## config.mk

```make
export PLATFORM = sky130hd
export DESIGN_NAME = imm_decode_stage
export DESIGN_NICKNAME = d
export VERILOG_FILES = /design/src/rtl/imm_decode_stage.sv
export SDC_FILE = /design/constraint.sdc
export NUM_CORES = 1
export LEC_CHECK = 0
export CAP_MARGIN = 10
export CORE_ASPECT_RATIO = 0.7
export CORE_MARGIN = 10
export CORE_UTILIZATION = 35
export CTS_CLUSTER_SIZE = 24
export DETAILED_ROUTE_END_ITERATION = 6
export HOLD_SLACK_MARGIN = 0.02
export PLACE_DENSITY = 0.66
export SLEW_MARGIN = 10
export SYNTH_ARGS = -nofsm -noshare
export SYNTH_HDL_FRONTEND = slang
export SYNTH_SLANG_ARGS = --single-unit
```

## constraint.sdc

```tcl
create_clock -name clk -period 2.4 [get_ports clk]
set_clock_uncertainty 0.1 [all_clocks]
set_input_delay 0.24 -clock clk [delete_from_list [all_inputs] [get_ports clk]]
set_output_delay 0.24 -clock clk [all_outputs]
set_load 0.02 [all_outputs]
```

## src/rtl/imm_decode_stage.sv

```systemverilog
// imm_decode_stage: decodes the immediate, format and legality of an RV32/RV64
// instruction (optionally RVC) at the moment it is accepted. The decoded result
// is held in a 2-entry skid FIFO that delivers entries in order.
//
// Ports
//   clk, rst_n        clock, asynchronous active-low reset
//   flush             synchronous discard of buffered and same-cycle incoming entries
//   in_valid/in_ready upstream handshake; in_ready depends on registered state only
//   in_inst, in_pc    instruction word (compressed in [15:0]) and its address
//   out_valid/out_ready downstream handshake on the head entry
//   out_imm, out_pc   decoded immediate and passed-through PC (0 while out_valid=0)
//   out_fmt           0 R/none, 1 I, 2 S, 3 B, 4 U, 5 J, 6 Z (CSR zimm)
//   out_rvc           entry came from a compressed word
//   out_illegal       encoding not recognised by this decoder
module imm_decode_stage #(
    parameter int unsigned XLEN   = 32,
    parameter bit          RVC_EN = 1'b0
) (
    input  logic            clk,
    input  logic            rst_n,
    input  logic            flush,
    input  logic            in_valid,
    output logic            in_ready,
    input  logic [31:0]     in_inst,
    input  logic [XLEN-1:0] in_pc,
    output logic            out_valid,
    input  logic            out_ready,
    output logic [XLEN-1:0] out_imm,
    output logic [XLEN-1:0] out_pc,
    output logic [2:0]      out_fmt,
    output logic            out_rvc,
    output logic            out_illegal
);

    localparam int unsigned FMT_W = 3;

    localparam logic [FMT_W-1:0] FMT_R = 3'd0;
    localparam logic [FMT_W-1:0] FMT_I = 3'd1;
    localparam logic [FMT_W-1:0] FMT_S = 3'd2;
    localparam logic [FMT_W-1:0] FMT_B = 3'd3;
    localparam logic [FMT_W-1:0] FMT_U = 3'd4;
    localparam logic [FMT_W-1:0] FMT_J = 3'd5;
    localparam logic [FMT_W-1:0] FMT_Z = 3'd6;

    localparam logic [4:0] OPC_LOAD   = 5'b00000;
    localparam logic [4:0] OPC_OP_IMM = 5'b00100;
    localparam logic [4:0] OPC_AUIPC  = 5'b00101;
    localparam logic [4:0] OPC_STORE  = 5'b01000;
    localparam logic [4:0] OPC_OP     = 5'b01100;
    localparam logic [4:0] OPC_LUI    = 5'b01101;
    localparam logic [4:0] OPC_BRANCH = 5'b11000;
    localparam logic [4:0] OPC_JALR   = 5'b11001;
    localparam logic [4:0] OPC_JAL    = 5'b11011;
    localparam logic [4:0] OPC_SYSTEM = 5'b11100;

    typedef struct packed {
        logic [XLEN-1:0]  imm;
        logic [XLEN-1:0]  pc;
        logic [FMT_W-1:0] fmt;
        logic             rvc;
        logic             illegal;
    } entry_t;

    typedef enum logic [1:0] {
        ST_EMPTY = 2'd0,
        ST_ONE   = 2'd1,
        ST_FULL  = 2'd2
    } state_t;

    state_t          r_state;
    entry_t          r_head;
    entry_t          r_tail;
    entry_t          w_dec;
    entry_t          w_out;
    logic [XLEN-1:0] w_imm;
    logic [FMT_W-1:0] w_fmt;
    logic            w_rvc;
    logic            w_ill;
    logic            w_push;
    logic            w_pop;

    // Immediate/format decode of the incoming word; illegal encodings leave imm/fmt at 0
    always_comb begin
        w_imm = '0;
        w_fmt = FMT_R;
        w_rvc = 1'b0;
        w_ill = 1'b0;
        if (in_inst[1:0] == 2'b11) begin
            case (in_inst[6:2])
                OPC_LUI, OPC_AUIPC: begin
                    w_fmt = FMT_U;
                    w_imm = XLEN'($signed({in_inst[31:12], 12'b0}));
                end
                OPC_JAL: begin
                    w_fmt = FMT_J;
                    w_imm = XLEN'($signed({in_inst[31], in_inst[19:12], in_inst[20],
                                           in_inst[30:21], 1'b0}));
                end
                OPC_JALR, OPC_LOAD, OPC_OP_IMM: begin
                    w_fmt = FMT_I;
                    w_imm = XLEN'($signed(in_inst[31:20]));
                end
                OPC_BRANCH: begin
                    w_fmt = FMT_B;
                    w_imm = XLEN'($signed({in_inst[31], in_inst[7], in_inst[30:25],
                                           in_inst[11:8], 1'b0}));
                end
                OPC_STORE: begin
                    w_fmt = FMT_S;
                    w_imm = XLEN'($signed({in_inst[31:25], in_inst[11:7]}));
                end
                OPC_SYSTEM: begin
                    w_fmt = FMT_Z;
                    w_imm = XLEN'(in_inst[19:15]);
                end
                OPC_OP: begin
                    w_fmt = FMT_R;
                end
                default: begin
                    w_ill = 1'b1;
                end
            endcase
        end else if (!RVC_EN) begin
            w_ill = 1'b1;
        end else begin
            w_rvc = 1'b1;
            // Quadrant and funct3 together select the compressed form
            case ({in_inst[1:0], in_inst[15:13]})
                5'b01_000, 5'b01_010: begin
                    w_fmt = FMT_I;
                    w_imm = XLEN'($signed({in_inst[12], in_inst[6:2]}));
                end
                5'b01_011: begin
                    // rd=2 is C.ADDI16SP and rd=0 is reserved; neither is handled here
                    if (in_inst[11:7] != 5'd0 && in_inst[11:7] != 5'd2) begin
                        w_fmt = FMT_U;
                        w_imm = XLEN'($signed({in_inst[12], in_inst[6:2], 12'b0}));
                    end else begin
                        w_ill = 1'b1;
                    end
                end
                5'b01_101: begin
                    w_fmt = FMT_J;
                    w_imm = XLEN'($signed({in_inst[12], in_inst[8], in_inst[10:9],
                                           in_inst[6], in_inst[7], in_inst[2],
                                           in_inst[11], in_inst[5:3], 1'b0}));
                end
                5'b01_110, 5'b01_111: begin
                    w_fmt = FMT_B;
                    w_imm = XLEN'($signed({in_inst[12], in_inst[6:5], in_inst[2],
                                           in_inst[11:10], in_inst[4:3], 1'b0}));
                end
                5'b00_010: begin
                    w_fmt = FMT_I;
                    w_imm = XLEN'({in_inst[5], in_inst[12:10], in_inst[6], 2'b00});
                end
                5'b00_110: begin
                    w_fmt = FMT_S;
                    w_imm = XLEN'({in_inst[5], in_inst[12:10], in_inst[6], 2'b00});
                end
                default: begin
                    w_ill = 1'b1;
                end
            endcase
        end
    end

    always_comb begin
        w_dec.imm     = w_imm;
        w_dec.pc      = in_pc;
        w_dec.fmt     = w_fmt;
        w_dec.rvc     = w_rvc;
        w_dec.illegal = w_ill;
    end

    assign in_ready  = (r_state != ST_FULL);
    assign out_valid = (r_state != ST_EMPTY);
    assign w_push    = in_valid & in_ready;
    assign w_pop     = out_valid & out_ready;

    // FIFO control and storage; head is always the oldest entry
    always_ff @(posedge clk or negedge rst_n) begin
        if (!rst_n) begin
            r_state <= ST_EMPTY;
            r_head  <= '0;
            r_tail  <= '0;
        end else if (flush) begin
            r_state <= ST_EMPTY;
        end else begin
            case (r_state)
                ST_EMPTY: begin
                    if (w_push) begin
                        r_state <= ST_ONE;
                        r_head  <= w_dec;
                    end
                end
                ST_ONE: begin
                    case ({w_push, w_pop})
                        2'b10: begin
                            r_state <= ST_FULL;
                            r_tail  <= w_dec;
                        end
                        2'b01: begin
                            r_state <= ST_EMPTY;
                        end
                        2'b11: begin
                            r_head <= w_dec;
                        end
                        default: begin
                            r_state <= ST_ONE;
                        end
                    endcase
                end
                ST_FULL: begin
                    if (w_pop) begin
                        r_state <= ST_ONE;
                        r_head  <= r_tail;
                    end
                end
                default: begin
                    r_state <= ST_EMPTY;
                end
            endcase
        end
    end

    // Stale head contents are masked so idle outputs read zero
    assign w_out = out_valid ? r_head : '0;

    assign out_imm     = w_out.imm;
    assign out_pc      = w_out.pc;
    assign out_fmt     = w_out.fmt;
    assign out_rvc     = w_out.rvc;
    assign out_illegal = w_out.illegal;

endmodule

```

==> metrics.md <==
| Metric | Value |
|---|---|
| Outcome | `finished, final reports clean` |
| Syn nets | `735` |
| Most frequent cells in the layout | `dfrtp_1, nand2_1, and2_1` |
| Overall Global Routing Usage | `0.1424` |
| Total congestion overflow | `0` |
| Placed Instance Area | `8708 um^2` |
| Initial antenna violation count | `0` |
| Floorplan Core Area | `19130 um^2` |
| Count of different cell masters after synthesis | `51` |
| Slew margin rel. | `0.5764` |
| Post-layout nets | `884` |
| Cell Rows | `42` |
| Post-Route WL | `19580 um` |
| Die Wd | `188.0 um` |
| Crit-path max FO | `7` |
| Antenna-violating nets left | `0` |
| Hold_ws | `0.2971 ns` |
| Vias/cell | `5.030` |
| Initial cell density of the core | `0.3614` |
| Final Cell Area | `9534 um^2` |
| Syn Inst Count | `664` |
| Clk pwr share | `0.409` |
| Fillers | `1812` |
| Syn avg cell area | `10.41 um^2` |
| R2R depth | `10` |
| Sequential area share after synthesis | `0.4995` |
| Startpoint Class | `flop` |
| CTS sink count | `138` |
| Iter 0 DRT Violations | `303` |
| Seq pwr share | `0.415` |
| Final Setup Violations | `0` |
| Clk pin slew, worst setup/hold paths | `0.06 ns` |
| Max-cap viol count | `0` |
| Switching share of power | `0.2645` |
| IO buf count | `138` |
| Dpl ws | `0.02130 ns` |
| Synthesis-to-layout area growth | `37.92%` |
| Clk_lat worst skew | `0.42 ns` |
| CTS buffer count | `17` |
| Static leakage power | `4.389 nW` |
| Most frequently used flop master after synthesis | `dfrtp_1` |
| Final period utilization | `0.9491` |
| Pint | `5.138 mW` |
| Mapped Area | `6913 um^2` |
| First-pass GRT wire length | `29480 um` |
| CP Launch Point | `r_state[0]` |
| Synth warn | `0` |
| Die Ht | `137.6 um` |
| Fraction of registers with async set/reset | `1.000` |
| I/O pin count | `140` |
| DP HPWL | `12440 um` |
| Worst EP arrival | `2.48 ns` |
| Fin. max-slew vios | `0` |
| Worst setup EP type | `flop` |
| Reg2Reg Setup Slack | `0.12 ns` |
| Largest net degree at the start of global routing | `79` |
| PwrDens | `732.7 nW/um^2` |
| Number of global-route vias before repair | `5484` |
| Clock Path Buffers | `2` |
| Drt pass-1 iters | `5` |
| Tightest Hold Check Type | `input pin to async pin` |
| Final hold vios | `0` |
| Commonest non-fill, non-tap cell in the layout | `dfrtp_1` |
| Post-synth EDFFs | `0` |
| Avg WL per Cell | `17.97 um` |
| Layout cell share with drive strength beyond 1 | `0.1804` |
| Vias | `5483` |
| Comb power frac | `0.177` |
| Max Clock Freq | `439.0 MHz` |
| Pwr Total | `6.986 mW` |
| Final Wtd Congestion | `0.7792` |
| CP endpoint | `r_head[65]` |
| Tmin final | `2.278 ns` |
| CTS tree | `done` |
| Worst slew pin tran | `0.6354 ns` |
| Reg2reg start | `r_state[0]` |
| Crit path kind | `flop to flop` |
| VDD IR max | `0.0003531 V` |
| Required @ worst endpoint | `2.60 ns` |
| #FFs+latches synth | `138` |
| N_diodes | `0` |
| Sw Pwr | `1.848 mW` |
| DIE AREA | `25860 um^2` |
| Worst Slack Setup Final | `0.1221 ns` |
| H-tree levels | `4` |
| # DRC | `0` |
| Clock root buffer | `clkbuf_16` |
| RR Endpoint | `r_head[65]` |
repair_timing:
item,in CTS,in global routing
setup buffers,0,9
gates resized for setup,66,8
gates cloned,0,5
hold endpoints to repair,58,0
hold buffers,1,0
pin swaps,0,2
endpoints found under the setup margin,65,13
cell families (layout without fill, tap and decap cells):
kind of cell | after synthesis | after routing | share of synthesized area
multiplexers | 99 | 99 | 0.1560
AND/OR/NAND/NOR | 212 | 212 | 0.1625
other | 1 | 1 | 0.0005425
AO/OA/AOI/OAI | 155 | 155 | 0.1367
adder cells (fa/ha/maj) | 2 | 2 | 0.003619
buffers and inverters | 57 | 219 | 0.04108
flip-flops | 138 | 138 | 0.4995
sequential cells by signal, indices dropped and copies added, names as in the netlist:
name,cells
r_head,68
r_tail,68
r_state,2
layer usage:
layer | vias up | global-route usage | wire [um]
met5 | - | 0 | 0
met4 | 0 | 0.05004 | 215
met3 | 20 | 0.04116 | 1226
met2 | 177 | 0.2167 | 8745
met1 | 2674 | 0.1902 | 9395
li1 | 2612 | - | -
through the flow:
step             TNS, ns  utilization  std cells
2_1_floorplan          0            -        664
3_3_place_gp           0       0.4553       1043
3_5_place_dp           0       0.4553       1043
4_1_cts                0       0.4855       1076
5_1_grt        -0.004826       0.4984       1090
6_report               0       0.4984       1090
area by class of cell:
class                      instances  area, um^2  area share
sequential                       138        3453      0.3622
multi-input combinational        469        3216      0.3373
timing repair buffer             181        1871      0.1962
clock buffer                      19       452.9     0.04751
tap                              264       330.3     0.03465
clock inverter                    13       188.9     0.01982
inverter                           6       22.52    0.002362
cell usage after synthesis (2+ instances only):
library cell  number  area [um^2]
inv_1              6        22.52
a222oi_1           4        40.04
dfrtp_1          138         3453
ha_1               2        25.02
nor2_1             5        18.77
nor2b_2            2        17.52
mux2_1            21        236.5
nor4_4             3        63.81
buf_4              4        30.03
a211o_1            2        17.52
clkbuf_1          26        97.59
buf_6              5        56.30
a21o_1             3        22.52
o31ai_1           26        195.2
o21ai_0           65        325.3
a21oi_1           26        130.1
o21ai_1           13        65.06
o21bai_1           2        15.01
mux2i_1           32        320.3
and2_1            70        437.9
buf_2             13        65.06
a211oi_1           4        30.03
buf_1              2        7.510
or3_1              2        12.51
nand2b_1           3        18.77
mux2_2            45        506.7
nand2_1          114        427.9
or2_2              3        18.77
how the worst min path moves through the flow:
stage	end	start	cells past startpoint	slack (ns)
final	r_head[19]	rst_n	2	0.30
after global routing	r_head[19]	rst_n	2	0.34
after CTS	r_head[16]	rst_n	2	0.31
after detailed placement	r_head[42]	rst_n	1	0.19
after global placement	r_head[42]	rst_n	1	0.18
after floorplan	r_head[0]	rst_n	0	-0.16
worst max-delay path: stages, from the launching register on:
cell	delay, ns
dfrtp_1	0.42
nor2b_4	0.17
inv_2	0.05
and2_1	0.17
ha_2	0.20
nand2_1	0.08
a21oi_2	0.06
o21bai_4	0.23
clkbuf_16	0.18
buf_8	0.16
mux2_1	0.33
power groups by stage:
| stage | clock [mW] | sequential [mW] | combinational [mW] |
|---|---|---|---|
| 2_1_floorplan | 0 | 2.88 | 0.734 |
| 3_3_place_gp | 0 | 2.92 | 1.18 |
| 3_5_place_dp | 0 | 2.94 | 1.21 |
| 4_1_cts | 2.93 | 2.90 | 1.16 |
| 5_1_grt | 3.04 | 2.95 | 1.36 |
| 6_report | 2.86 | 2.90 | 1.23 |
(Power assumes the default switching activity.)
